[config.mk]
export PLATFORM = sky130hd
export DESIGN_NAME = gmii_rx_frame
export DESIGN_NICKNAME = d
export VERILOG_FILES = /design/src/rtl/gmii_rx_frame.sv
export SDC_FILE = /design/constraint.sdc
export NUM_CORES = 1
export LEC_CHECK = 0
export ABC_AREA = 0
export CAP_MARGIN = 20
export CORE_MARGIN = 4
export CORE_UTILIZATION = 55
export CTS_CLUSTER_SIZE = 28
export DETAILED_ROUTE_END_ITERATION = 7
export PLACE_DENSITY = 0.78
export SETUP_SLACK_MARGIN = 0.3
export SYNTH_ARGS = -nofsm -noshare
export SYNTH_HDL_FRONTEND = slang
export SYNTH_SLANG_ARGS = --single-unit
export TNS_END_PERCENT = 5
[constraint.sdc]
create_clock -name gmii_rx_clk -period 3.2 [get_ports gmii_rx_clk]
set_clock_uncertainty 0.15 [all_clocks]
set_input_delay 0.48 -clock gmii_rx_clk [delete_from_list [all_inputs] [get_ports gmii_rx_clk]]
set_output_delay 0.48 -clock gmii_rx_clk [all_outputs]
set_load 0.02 [all_outputs]
[src/rtl/gmii_rx_frame.sv]
// gmii_rx_frame: GMII receive framer.
// Strips preamble/SFD, filters DA, hides FCS, checks CRC and length.

module gmii_rx_frame #(
    parameter logic [47:0] LOCAL_MAC = 48'h00_11_22_33_44_55,
    parameter int          MIN_LEN   = 64,
    parameter int          MAX_LEN   = 1518
) (
    input  logic        gmii_rx_clk,
    input  logic        sys_rst,
    input  logic        gmii_rx_dv,
    input  logic [7:0]  gmii_rxd,
    output logic        out_valid,
    output logic [7:0]  out_data,
    output logic        out_sof,
    output logic        frame_done,
    output logic        frame_good,
    output logic        crc_err,
    output logic        len_err,
    output logic        addr_drop,
    output logic [10:0] frame_len,
    output logic [15:0] good_cnt,
    output logic [15:0] bad_cnt
);

    typedef enum logic [1:0] {
        IDLE,
        PREAMBLE,
        DATA,
        DROP
    } state_t;

    localparam logic [7:0]  PRE_BYTE    = 8'h55;
    localparam logic [7:0]  SFD_BYTE    = 8'hD5;
    localparam logic [31:0] CRC_INIT    = 32'hFFFF_FFFF;
    localparam logic [31:0] CRC_POLY    = 32'hEDB8_8320;
    localparam logic [31:0] CRC_RESIDUE = 32'hDEBB_20E3;
    localparam logic [10:0] MIN_L       = 11'(MIN_LEN);
    localparam logic [10:0] MAX_L       = 11'(MAX_LEN);
    localparam logic [10:0] CNT_SAT     = 11'h7FF;

    // Reflected CRC32, one byte, LSB first.
    function automatic logic [31:0] crc_byte(
        input logic [31:0] c,
        input logic [7:0]  d
    );
        logic [31:0] r;
        r = c;
        for (int i = 0; i < 8; i++) begin
            if (r[0] ^ d[i]) begin
                r = (r >> 1) ^ CRC_POLY;
            end else begin
                r = r >> 1;
            end
        end
        return r;
    endfunction

    // Station address byte as it appears on the wire.
    function automatic logic [7:0] mac_byte(input logic [2:0] idx);
        logic [7:0] b;
        unique case (idx)
            3'd0:    b = LOCAL_MAC[47:40];
            3'd1:    b = LOCAL_MAC[39:32];
            3'd2:    b = LOCAL_MAC[31:24];
            3'd3:    b = LOCAL_MAC[23:16];
            3'd4:    b = LOCAL_MAC[15:8];
            3'd5:    b = LOCAL_MAC[7:0];
            default: b = 8'h00;
        endcase
        return b;
    endfunction

    state_t      state_q, state_d;
    logic [2:0]  pre_cnt_q, pre_cnt_d;
    logic        start, fin;

    logic [31:0] crc_q, crc_d;
    logic [10:0] cnt_q, cnt_d;
    logic [31:0] dly_q, dly_d;
    logic        loc_q, loc_d;
    logic        bc_q, bc_d;
    logic        drop_q, drop_d;

    logic        ov_q, ov_d;
    logic [7:0]  od_q, od_d;
    logic        sof_q, sof_d;
    logic        done_q, done_d;
    logic        good_q, good_d;
    logic        crc_err_q, crc_err_d;
    logic        len_err_q, len_err_d;
    logic        addr_drop_q, addr_drop_d;
    logic [10:0] len_q, len_d;
    logic [15:0] good_cnt_q, good_cnt_d;
    logic [15:0] bad_cnt_q, bad_cnt_d;

    logic        crc_bad;
    logic        len_bad;
    logic        in_data;

    assign crc_bad = (crc_q != CRC_RESIDUE);
    assign len_bad = (cnt_q < MIN_L) || (cnt_q > MAX_L);
    assign in_data = (state_q == DATA) && gmii_rx_dv;

    // Next-state logic: preamble/SFD hunt, data capture, drop until idle.
    always_comb begin
        state_d   = state_q;
        pre_cnt_d = pre_cnt_q;
        start     = 1'b0;
        fin       = 1'b0;
        unique case (state_q)
            IDLE: begin
                if (gmii_rx_dv) begin
                    if (gmii_rxd == PRE_BYTE) begin
                        state_d   = PREAMBLE;
                        pre_cnt_d = 3'd1;
                    end else begin
                        state_d = DROP;
                    end
                end
            end
            PREAMBLE: begin
                if (!gmii_rx_dv) begin
                    state_d = IDLE;
                end else if (gmii_rxd == PRE_BYTE) begin
                    if (pre_cnt_q == 3'd7) begin
                        state_d = DROP;
                    end else begin
                        pre_cnt_d = pre_cnt_q + 3'd1;
                    end
                end else if (gmii_rxd == SFD_BYTE) begin
                    state_d = DATA;
                    start   = 1'b1;
                end else begin
                    state_d = DROP;
                end
            end
            DATA: begin
                if (!gmii_rx_dv) begin
                    state_d = IDLE;
                    fin     = 1'b1;
                end
            end
            DROP: begin
                if (!gmii_rx_dv) begin
                    state_d = IDLE;
                end
            end
            default: state_d = IDLE;
        endcase
    end

    // Datapath: CRC, byte count, DA match, 4-byte FCS delay, status.
    always_comb begin
        crc_d       = crc_q;
        cnt_d       = cnt_q;
        dly_d       = dly_q;
        loc_d       = loc_q;
        bc_d        = bc_q;
        drop_d      = drop_q;
        ov_d        = 1'b0;
        od_d        = od_q;
        sof_d       = 1'b0;
        done_d      = 1'b0;
        good_d      = good_q;
        crc_err_d   = crc_err_q;
        len_err_d   = len_err_q;
        addr_drop_d = addr_drop_q;
        len_d       = len_q;
        good_cnt_d  = good_cnt_q;
        bad_cnt_d   = bad_cnt_q;

        if (start) begin
            crc_d  = CRC_INIT;
            cnt_d  = 11'd0;
            loc_d  = 1'b1;
            bc_d   = 1'b1;
            drop_d = 1'b0;
        end

        if (in_data) begin
            cnt_d = (cnt_q == CNT_SAT) ? cnt_q : cnt_q + 11'd1;
            crc_d = crc_byte(crc_q, gmii_rxd);
            dly_d = {dly_q[23:0], gmii_rxd};
            if (cnt_q < 11'd6) begin
                loc_d = loc_q && (gmii_rxd == mac_byte(cnt_q[2:0]));
                bc_d  = bc_q && (gmii_rxd == 8'hFF);
            end
            if (cnt_q == 11'd5) begin
                drop_d = !loc_d && !bc_d;
            end
            if ((cnt_q >= 11'd4) && !drop_d) begin
                ov_d  = 1'b1;
                od_d  = dly_q[31:24];
                sof_d = (cnt_q == 11'd4);
            end
        end

        if (fin) begin
            done_d      = 1'b1;
            len_d       = cnt_q;
            crc_err_d   = crc_bad;
            len_err_d   = len_bad;
            addr_drop_d = drop_q;
            good_d      = !crc_bad && !len_bad && !drop_q;
            if (!crc_bad && !len_bad && !drop_q) begin
                good_cnt_d = good_cnt_q + 16'd1;
            end
            if ((crc_bad || len_bad) && !drop_q) begin
                bad_cnt_d = bad_cnt_q + 16'd1;
            end
        end
    end

    // State register.
    always_ff @(posedge gmii_rx_clk) begin
        if (sys_rst) begin
            state_q   <= IDLE;
            pre_cnt_q <= 3'd0;
        end else begin
            state_q   <= state_d;
            pre_cnt_q <= pre_cnt_d;
        end
    end

    // Datapath and output registers.
    always_ff @(posedge gmii_rx_clk) begin
        if (sys_rst) begin
            crc_q       <= 32'd0;
            cnt_q       <= 11'd0;
            dly_q       <= 32'd0;
            loc_q       <= 1'b0;
            bc_q        <= 1'b0;
            drop_q      <= 1'b0;
            ov_q        <= 1'b0;
            od_q        <= 8'd0;
            sof_q       <= 1'b0;
            done_q      <= 1'b0;
            good_q      <= 1'b0;
            crc_err_q   <= 1'b0;
            len_err_q   <= 1'b0;
            addr_drop_q <= 1'b0;
            len_q       <= 11'd0;
            good_cnt_q  <= 16'd0;
            bad_cnt_q   <= 16'd0;
        end else begin
            crc_q       <= crc_d;
            cnt_q       <= cnt_d;
            dly_q       <= dly_d;
            loc_q       <= loc_d;
            bc_q        <= bc_d;
            drop_q      <= drop_d;
            ov_q        <= ov_d;
            od_q        <= od_d;
            sof_q       <= sof_d;
            done_q      <= done_d;
            good_q      <= good_d;
            crc_err_q   <= crc_err_d;
            len_err_q   <= len_err_d;
            addr_drop_q <= addr_drop_d;
            len_q       <= len_d;
            good_cnt_q  <= good_cnt_d;
            bad_cnt_q   <= bad_cnt_d;
        end
    end

    assign out_valid  = ov_q;
    assign out_data   = od_q;
    assign out_sof    = sof_q;
    assign frame_done = done_q;
    assign frame_good = good_q;
    assign crc_err    = crc_err_q;
    assign len_err    = len_err_q;
    assign addr_drop  = addr_drop_q;
    assign frame_len  = len_q;
    assign good_cnt   = good_cnt_q;
    assign bad_cnt    = bad_cnt_q;

endmodule

Word-level counts from Yosys, hierarchy flattened
Cells that the tools add are included.
W data, S select, Z words.

word-level totals
  register bits = 141
  input bits = 11
  output and inout port bits = 58
  logic and storage cells = 155

operators by class
  $add $sub $neg = 4
  magnitude comparators = 4
  equal/unequal tests = 25
  multiplexer cells = 57
  bitwise logic cells = 18
  reductions and logical operators = 28

operator list
  kind                     number
  $mux W32                 17
  $not A13 Y14             8
  $pmux W7 S5              1
  $mux W11                 3
  $add A16 B1 Y16 const B  2
  $ne A32 B32 Y1 const B   1
  $eq A11 B3 Y1 const B    2
  $mux W1                  21
  $eq A8 B8 Y1 const B     2
  $mux W8                  2
  $mux W3                  5
  $ne A2 B2 Y1 const B     7
  $mux W2                  6
  $add A11 B1 Y11 const B  1
  $eq A11 B11 Y1 const B   1
  $ge A11 B3 Y1 const B    1
  $gt A11 B11 Y1 const B   1
  $lt A11 B3 Y1 const B    1
  $lt A11 B7 Y1 const B    1
  $eq A3 B3 Y1 const B     3
  $eq A8 B7 Y1 const B     1
  $eq A8 B8 Y1             1
  $logic_and A1 B1 Y1      8
  $reduce_and A2 Y1        4
  18 further kinds         36

Depth between registers and ports, before layout
Gate-level depths: netlist (run 1).

  depth after elaboration = 24
  mapped depth = 11
  gate-level depth less buffers = 9

Worst setup path before layout (run 1)
OpenSTA, ideal clock, no wires.

  kind = register -> register
  from = register cnt_q[1]
  to = register good_cnt_q[10] (netlist: good_cnt[10])
  data arrival time = 2215 ps
  data required time = 2980 ps
  path slack = 764 ps
  stages on the path, launching flop included = 10
  clock period less this slack = 2436 ps
  path through = dfxtp_1 > ha_1 > a31o_2 > a211oi_1 > o211a_4 > and2_4 > buf_12 > nand3_4 > or3_1 > a21oi_1

on the way
  cells in the longest elaborated chain, start to end = 6

RTL lines
  element                                                 line  source
  from (decl)                                             79    logic [10:0] cnt_q, cnt_d;
  from (signal assigned)                                  248   cnt_q <= cnt_d;
  $lt A11 B7 Y1 / $gt A11 B11 Y1 (equally long branches)  102   assign len_bad = (cnt_q < MIN_L) || (cnt_q > MAX_L);
  $logic_or A1 B1 Y1 *                                    102
  $logic_not A1 Y1 *                                      206   if (!crc_bad && !len_bad && !drop_q) begin
  $logic_and A1 B1 Y1 * (2 in series)                     206
  $reduce_and A2 Y1 (no line) *                           -
  to (signal assigned)                                    262   good_cnt_q <= good_cnt_d;
  to (decl)                                               94    logic [15:0] good_cnt_q, good_cnt_d;

Every way passes the cells marked *; elsewhere a longest branch is shown, timed or not.
A chain may end at the register's enable or synchronous reset.

Worst setup path after layout (run 1)
  from = input gmii_rxd[1]
  to = register crc_q[13]

on the way
  cells in the longest elaborated chain, start to end = 16

RTL lines
  element                 line  source
  from (decl)             12    input logic [7:0] gmii_rxd,
  $xor A1 B1 Y1           50    if (r[0] ^ d[i]) begin
  $mux W32                50
  $mux W32                181   if (in_data) begin
  $mux W32                50
  $mux W32                181
  $mux W32                50
  $mux W32                181
  $mux W32                50
  $mux W32                181
  $not A13 Y14 (no line)  -
  $mux W32                50
  $mux W32                181
  $mux W32                50
  $mux W32                181
  $mux W32                50
  $mux W32                181
  to (signal assigned)    247   crc_q <= crc_d;
  to (decl)               78    logic [31:0] crc_q, crc_d;

Parallel ways exist; a longest one is shown, timed or not. The select of a mux whose other input is x is not followed.

==> impl_metrics.toml, run 1 <==
[outcome]
outcome = "completed"

[final_layout]
nFillCells = 888
diodes = 0
multi_input_area_sq_mm = 0.00345
ff_latch_area_sq_mm = 0.00283
final_layout_size_suffix_gt1_share_pct = 9.17
nets = 836
layout.cells.non_filler = 972
final_util_pct = 69.5
area_delta_synth_final_pct = 23.5
fin_area_sq_mm = 0.00797

[pwr]
total_leakage_power_nw = 2.89
power.share.switching_pct = 24.2
internal_power_w = 0.00340
ir_drop_v = 0.000616
power_frac_clock_pct = 47.0
pwr-share-seq_pct = 40.6
p_per_area_mw_per_mm2 = 563
p_sw_w = 0.00109
pwr-share-comb_pct = 12.3

[worst_setup_path]
cp_num_buf_inv = 3
cp_slowest_cell = "clkdlybuf4s50_1"
cp-start-kind = "input pin"
timing.critical_path.fanout_max = 14
criticalPathCategory = "in -> reg"
r2r_cells = 8
cp_data_required_time_ps = 3370
cpMostUsedCell = "buf_4"
reg2reg_slack_ps = 490
path_delay_family = "simple AND/OR/NAND/NOR gates"
regToRegEndpoint = "good_cnt[10]$_SDFFE_PP0P_"
r2r_start = "cnt_q[2]$_SDFFE_PP0P_"
slowest_delay_ps = 570
crit_arrival_ps = 2970
end_kind = "register"
path_cells = "clkdlybuf4s50_1 -> nor4_1 -> buf_4 -> nand4_1 -> buf_4 -> nand2_1 -> nor2_1 -> a211oi_1"

[grt]
grt_usage_pct = 24.7
grt_pass1_wl_mm = 26.3
grt_pass1_vias = 5431
grt_antenna_before_repair = 0
gr-total-overflow = 0
grt_max_degree = 82

[cts]
cts.sinks = 141
h-tree-depth = 4
max-clock-path-buffers = 2
cts_tree = "built"
numCtsBuffers = 17
clk_pin_slew_worst_paths_ps = 60
insertion_delay_ps = 420
clock-root-buffer = "clkbuf_16"
post_cts_buffers = 0

[sta]
max_freq_mhz = 357
period_share_pct = 87.5
finalSetupViolations = 0
tns_ps = 0
fin_crit_ps = 2800
slew_headroom_pct = 47.8
worstMarginPinSlew_ps = 783
slew_violations = 0
rsz0062_at_grt = "true"
hold_viol_final = 0

[logic_synthesis]
synth_ff_type = "dfxtp_1"
yosys_warnings = 0
yosys.cell_count.top_type = "dfxtp_1"
synth_nets = 765
synth_edf_count = 0
synth_cells = 745
ys_seq_area_share_pct = 43.7
synth.avg_cell_area_sq_um = 8.66
synth_common_cells = "141 x dfxtp_1, 113 x nand2_1, 84 x nor2_1"
ys_types = 58
ys_ff_latch = 141
synthArstFlopShare_pct = 0
mappedNetlistArea_sq_mm = 0.00645
yosys.area.top_type = "dfxtp_1"
yosysTopAreaCellShare_pct = 43.7
netlist_top_cells_area = "dfxtp_1 44%, nand2_1 6.6%, xor2_1 6.5%, xnor2_1 6.0%, a21oi_1 5.0%"

[floorplanning]
core.rowCount = 39
core_sq_mm = 0.0115
start_util_pct = 56.3
die-area_sq_mm = 0.0135
top_level_ports = 69
die_width_um = 116
fp.dieH_um = 116

[hold_path]
hold_path.startpoint = "dly_q[11]$_SDFFE_PP0P_"
hp-class = "reg -> reg"
min_path_cells = 2
min_to = "dly_q[19]$_SDFFE_PP0P_"

[drt]
drc = 0
ant_nets = 0
wl_per_cell_um = 16.5
firstDrtPassIters = 6
drt-total-wl_mm = 16.0
vias_per_cell = 5.75
drt-initial-drc-count = 362
vias = 5589

[placed_design]
place_inst = 940
port-buffer-count = 68
dp_hpwl_mm = 10.7
place_area_sq_mm = 0.00733
gp_congestion = 0.903

[run]
drv_cap = 0
[stage by stage]
stage	setup WS (ps)	hold WS, ps	total power [W]
2_1_floorplan	764	282	0.00226
3_3_place_gp	319	288	0.00239
3_5_place_dp	219	293	0.00240
4_1_cts	414	301	0.00449
5_1_grt	298	314	0.00464
6_report	400	302	0.00448
[power by group through the flow]
stage	registers, W	clock network [W]	logic [W]
after floorplan	0.00185	0	0.000403
after global placement	0.00186	0	0.000531
after detailed placement	0.00186	0	0.000540
after CTS	0.00182	0.00212	0.000550
after global routing	0.00182	0.00222	0.000599
final	0.00182	0.00211	0.000554
[layout by cell type, fill, tap and decap left out, types with 12 or more instances in the layout]
cell,n
clkdlybuf4s50_1,67
nand2_1,113
nand4_1,14
xnor2_1,44
buf_4,25
o21ai_0,12
nand2b_1,20
xor2_1,48
clkbuf_16,17
a211oi_1,14
nor3_1,19
or3_1,12
nand3_1,20
nor2_1,83
dfxtp_1,139
a21oi_1,64
[worst max-delay path by stage]
stage,startpoint,endpoint,slack [ps],cells after the start
2_1_floorplan,cnt_q[1]$_SDFFE_PP0P_,good_cnt[10]$_SDFFE_PP0P_,760,9
3_3_place_gp,gmii_rxd[1],out_data[0]$_SDFFE_PP0P_,320,8
6_report,gmii_rxd[1],crc_q[13]$_SDFFE_PP0P_,400,8
4_1_cts,cnt_q[2]$_SDFFE_PP0P_,good_cnt[10]$_SDFFE_PP0P_,410,8
3_5_place_dp,gmii_rxd[1],out_data[5]$_SDFFE_PP0P_,220,8
5_1_grt,gmii_rxd[1],crc_q[13]$_SDFFE_PP0P_,300,8
[state kept, by name, summed over array words and instances, names as in the netlist, 2 cells and up]
register and count:
cnt_q 11, pre_cnt_q 3, crc_q 32, state_q 2, frame_len 11, out_data 8
dly_q 32, good_cnt 16, bad_cnt 16
[cell families after synthesis]
| group | Yosys count | share of synthesized area (%) |
|---|---|---|
| multiplexers | 11 | 1.73 |
| XOR/XNOR | 99 | 14.4 |
| adder cells (fa/ha/maj) | 9 | 1.74 |
| buffers and inverters | 46 | 2.95 |
| AND/OR/NAND/NOR | 322 | 24.4 |
| AO/OA/AOI/OAI | 117 | 11.0 |
| flip-flops | 141 | 43.7 |
[repair_timing]
item / 4_1_cts / 5_1_grt
hold buffers: 0 / 0
endpoints found under the hold margin: 0 / 0
endpoints found under the setup margin: 0 / 15
resized for setup: 0 / 2
[worst register-to-register path, cell delays in order (launching register included)]
cell	delay, ps
dfxtp_2	390
ha_1	330
a31o_2	290
a211oi_1	370
o211a_4	240
and2_4	240
nand3_4	120
or3_1	370
a21oi_1	140
[metal layers]
metal | vias up | share of wire, % | GRT usage, % | wire (um)
met5 | - | 0 | 0 | 0
met4 | 0 | 2.5 | 9.90 | 402
met3 | 41 | 6.4 | 8.29 | 1030
met2 | 187 | 48 | 39.4 | 7700
met1 | 2672 | 43 | 30.8 | 6890
li1 | 2689 | - | - | -
[cell type report]
type / count / area share [%]
clock buffer: 22 / 5.95
tap: 143 / 2.24
timing repair buffer: 92 / 10.8
inverter: 6 / 0.283
multi-input combinational: 558 / 43.3
sequential: 141 / 35.4
clock inverter: 10 / 2.03
Power figures use the tool's default switching activity.
==> run 2, diff against run 1 <==
--- a/config.mk
+++ b/config.mk
@@ -5,13 +5,13 @@
 export SDC_FILE = /design/constraint.sdc
 export NUM_CORES = 1
 export LEC_CHECK = 0
-export ABC_AREA = 0
+export ABC_AREA = 1
 export CAP_MARGIN = 20
 export CORE_MARGIN = 4
 export CORE_UTILIZATION = 55
 export CTS_CLUSTER_SIZE = 28
 export DETAILED_ROUTE_END_ITERATION = 7
-export PLACE_DENSITY = 0.78
+export PLACE_DENSITY = 0.77
 export SETUP_SLACK_MARGIN = 0.3
 export SYNTH_ARGS = -nofsm -noshare
 export SYNTH_HDL_FRONTEND = slang
==> run 2 against run 1 <==
Compared with the run above:
- cell area increased by 11%
- sequential power increased by 10%
- critical endpoint is now good_cnt[9]$_SDFFE_PP0P_
- clock power increased by 4%
- sequential share of layout area decreased by 3.5 points
- largest power group unchanged
- critical path depth increased by 4
- die area increased by 13%
==> impl_metrics.toml, run 2 <==
[sta]
rsz0062_at_grt = "false"
finalSetupViolations = 0
worstMarginPinSlew_ps = 561
max_freq_mhz = 401
slew_headroom_pct = 62.6
slew_violations = 0
tns_ps = 0
fin_crit_ps = 2490
period_share_pct = 77.9
hold_viol_final = 0

[drt]
ant_nets = 0
drt-total-wl_mm = 18.2
wl_per_cell_um = 14.1
drt-initial-drc-count = 630
vias_per_cell = 5.39
firstDrtPassIters = 6
vias = 6924
drc = 0

[cts]
hold_buffers = 0
numCtsBuffers = 17
post_cts_resized = 0
max-clock-path-buffers = 2
h-tree-depth = 4
cts.sinks = 141
clk_pin_slew_worst_paths_ps = 60
insertion_delay_ps = 430
post_cts_buffers = 0
clock-root-buffer = "clkbuf_16"
cts_tree = "built"

[pwr]
power.share.switching_pct = 29.5
pwr-share-seq_pct = 38.5
p_per_area_mw_per_mm2 = 590
p_sw_w = 0.00154
internal_power_w = 0.00367
total_leakage_power_nw = 3.62
pwr-share-comb_pct = 19.4
power_frac_clock_pct = 42.0
ir_drop_v = 0.000344

[floorplanning]
core.rowCount = 41
die-area_sq_mm = 0.0153
top_level_ports = 69
core_sq_mm = 0.0128
die_width_um = 124
fp.dieH_um = 124
start_util_pct = 57.3

[logic_synthesis]
ys_ff_latch = 141
yosys_warnings = 0
synth_common_cells = "221 x nand2_1, 141 x dfxtp_1, 124 x nor2_1"
ys_seq_area_share_pct = 38.4
synth.avg_cell_area_sq_um = 7.05
netlist_top_cells_area = "dfxtp_1 38%, nand2_1 11%, nor2_1 6.3%, xor2_1 6.0%, o21ai_0 5.9%"
synth_cells = 1042
mappedNetlistArea_sq_mm = 0.00735
ys_types = 44
synthArstFlopShare_pct = 0
synth_ff_type = "dfxtp_1"
yosys.area.top_type = "dfxtp_1"
yosysTopAreaCellShare_pct = 38.4
synth_nets = 1062
synth_edf_count = 0
yosys.cell_count.top_type = "nand2_1"

[worst_setup_path]
reg2reg_slack_ps = 710
cp_data_required_time_ps = 3410
slowest_delay_ps = 390
r2r_cells = 12
regToRegEndpoint = "good_cnt[9]$_SDFFE_PP0P_"
r2r_start = "cnt_q[2]$_SDFFE_PP0P_"
cpMostUsedCell = "nand2_1"
path_delay_family = "simple AND/OR/NAND/NOR gates"
timing.critical_path.fanout_max = 13
cp_slowest_cell = "dfxtp_1"
crit_arrival_ps = 2700
cp-start-kind = "register"
path_cells = "ha_1 -> nand2_1 -> nor2_1 -> o21ai_0 -> nand2_1 -> nand2_1 -> nand2_2 -> inv_1 -> nand3_2 -> inv_1 -> nand2_1 -> a21oi_1"
criticalPathCategory = "reg -> reg"
end_kind = "register"
cp_num_buf_inv = 2

[final_layout]
final_layout_size_suffix_gt1_share_pct = 7.37
mostFrequentLayoutCell = "nand2_1"
multi_input_area_sq_mm = 0.00392
final_cell_mix = "221 x nand2_1, 141 x dfxtp_1, 123 x nor2_1"
reg.largest.list = "crc_q (32), dly_q (32)"
ff_latch_area_sq_mm = 0.00282
diodes = 0
final_util_pct = 68.8
nets = 1119
nFillCells = 1094
fin_area_sq_mm = 0.00882
area_delta_synth_final_pct = 20.1

[grt]
grt_antenna_before_repair = 0
grt_usage_pct = 24.4
grt_pass1_wl_mm = 29.8
grt_max_degree = 69
grt_pass1_vias = 6201
gr-total-overflow = 0

[hold_path]
hp-class = "reg -> reg"
min_path_cells = 1
hold_path.startpoint = "pre_cnt_q[0]$_SDFFE_PP0P_"
min_to = "pre_cnt_q[0]$_SDFFE_PP0P_"

[run]
drv_cap = 0

[placed_design]
port-buffer-count = 68
dp_hpwl_mm = 12.5
gp_congestion = 0.937
place_area_sq_mm = 0.00817

[outcome]
outcome = "completed"
==> run 2: cell types whose count changed in the layout (fill, tap and decap cells not counted), sizes merged, moves of 8 or more <==
| cell | previous run | this run |
|---|---|---|
| a21oi | 64 | 79 |
| a221oi | 10 | 0 |
| buf | 25 | 10 |
| inv | 6 | 122 |
| mux2i | 10 | 0 |
| nand2 | 114 | 233 |
| nand2b | 20 | 0 |
| nand3 | 21 | 50 |
| nand4 | 14 | 22 |
| nor2 | 84 | 130 |
| o21ai | 12 | 87 |
| or3 | 12 | 0 |
| xnor2 | 47 | 22 |
==> run 2: area by class of cell <==
cell class,count,area share [%]
Clock buffer,19,5.02
Clock inverter,13,2.40
Inverter,119,5.06
Multi-Input combinational cell,743,44.4
Sequential cell,141,32.0
Tap cell,172,2.44
Timing Repair Buffer,77,8.71
==> run 2: cell families (layout without fill, tap and decap cells) <==
logic type	after synthesis	count (layout)	share of synthesized area (%)
AND/OR/NAND/NOR	466	466	27.8
flip-flops	141	141	38.4
adder cells (fa/ha/maj)	9	9	1.53
buffers and inverters	158	228	8.39
AO/OA/AOI/OAI	194	194	14.2
XOR/XNOR	74	74	9.64
==> run 2: layer usage <==
metal | share of wire (%) | vias up | track usage, %
li1 | - | 3487 | -
met4 | 1.1 | 0 | 6.02
met3 | 7.9 | 17 | 6.77
met5 | 0 | - | 0
met1 | 46 | 3162 | 34.3
met2 | 45 | 258 | 37.3
==> run 2: stage by stage <==
step / cells / setup WS [ps] / total power, W / hold slack, ps
after global placement: 1252 / 493 / 0.00302 / 291
after CTS: 1284 / 754 / 0.00522 / 305
after global routing: 1284 / 468 / 0.00544 / 324
after detailed placement: 1252 / 481 / 0.00303 / 296
after floorplan: 1042 / 1290 / 0.00276 / 279
final: 1284 / 708 / 0.00521 / 303
==> run 2: worst register-to-register path, delay by kind of cell, from the launching register on <==
family	cells	cell delay [ps]
AND/OR/NAND/NOR	7	860
AO/OA/AOI/OAI	2	320
flip-flops	1	390
adder cells (fa/ha/maj)	1	230
buffers and inverters	2	470
==> run 2: how the worst max path moves through the flow <==
stage / start / end / cells after the start
final: cnt_q[2]$_SDFFE_PP0P_ / good_cnt[9]$_SDFFE_PP0P_ / 12
after global routing: cnt_q[2]$_SDFFE_PP0P_ / good_cnt[10]$_SDFFE_PP0P_ / 12
after CTS: cnt_q[2]$_SDFFE_PP0P_ / good_cnt[9]$_SDFFE_PP0P_ / 12
after detailed placement: gmii_rxd[1] / crc_q[23]$_SDFFE_PP0P_ / 11
after global placement: gmii_rxd[1] / crc_q[26]$_SDFFE_PP0P_ / 11
after floorplan: cnt_q[0]$_SDFFE_PP0P_ / cnt_q[2]$_SDFFE_PP0P_ / 12
==> run 2: power by group through the flow <==
| stage | combinational (W) | sequential (W) | clock (W) |
|---|---|---|---|
| floorplan | 0.000725 | 0.00204 | 0 |
| global placement | 0.000976 | 0.00204 | 0 |
| detailed placement | 0.000987 | 0.00204 | 0 |
| CTS | 0.00100 | 0.00201 | 0.00222 |
| global route | 0.00112 | 0.00202 | 0.00229 |
| finish | 0.00101 | 0.00201 | 0.00219 |
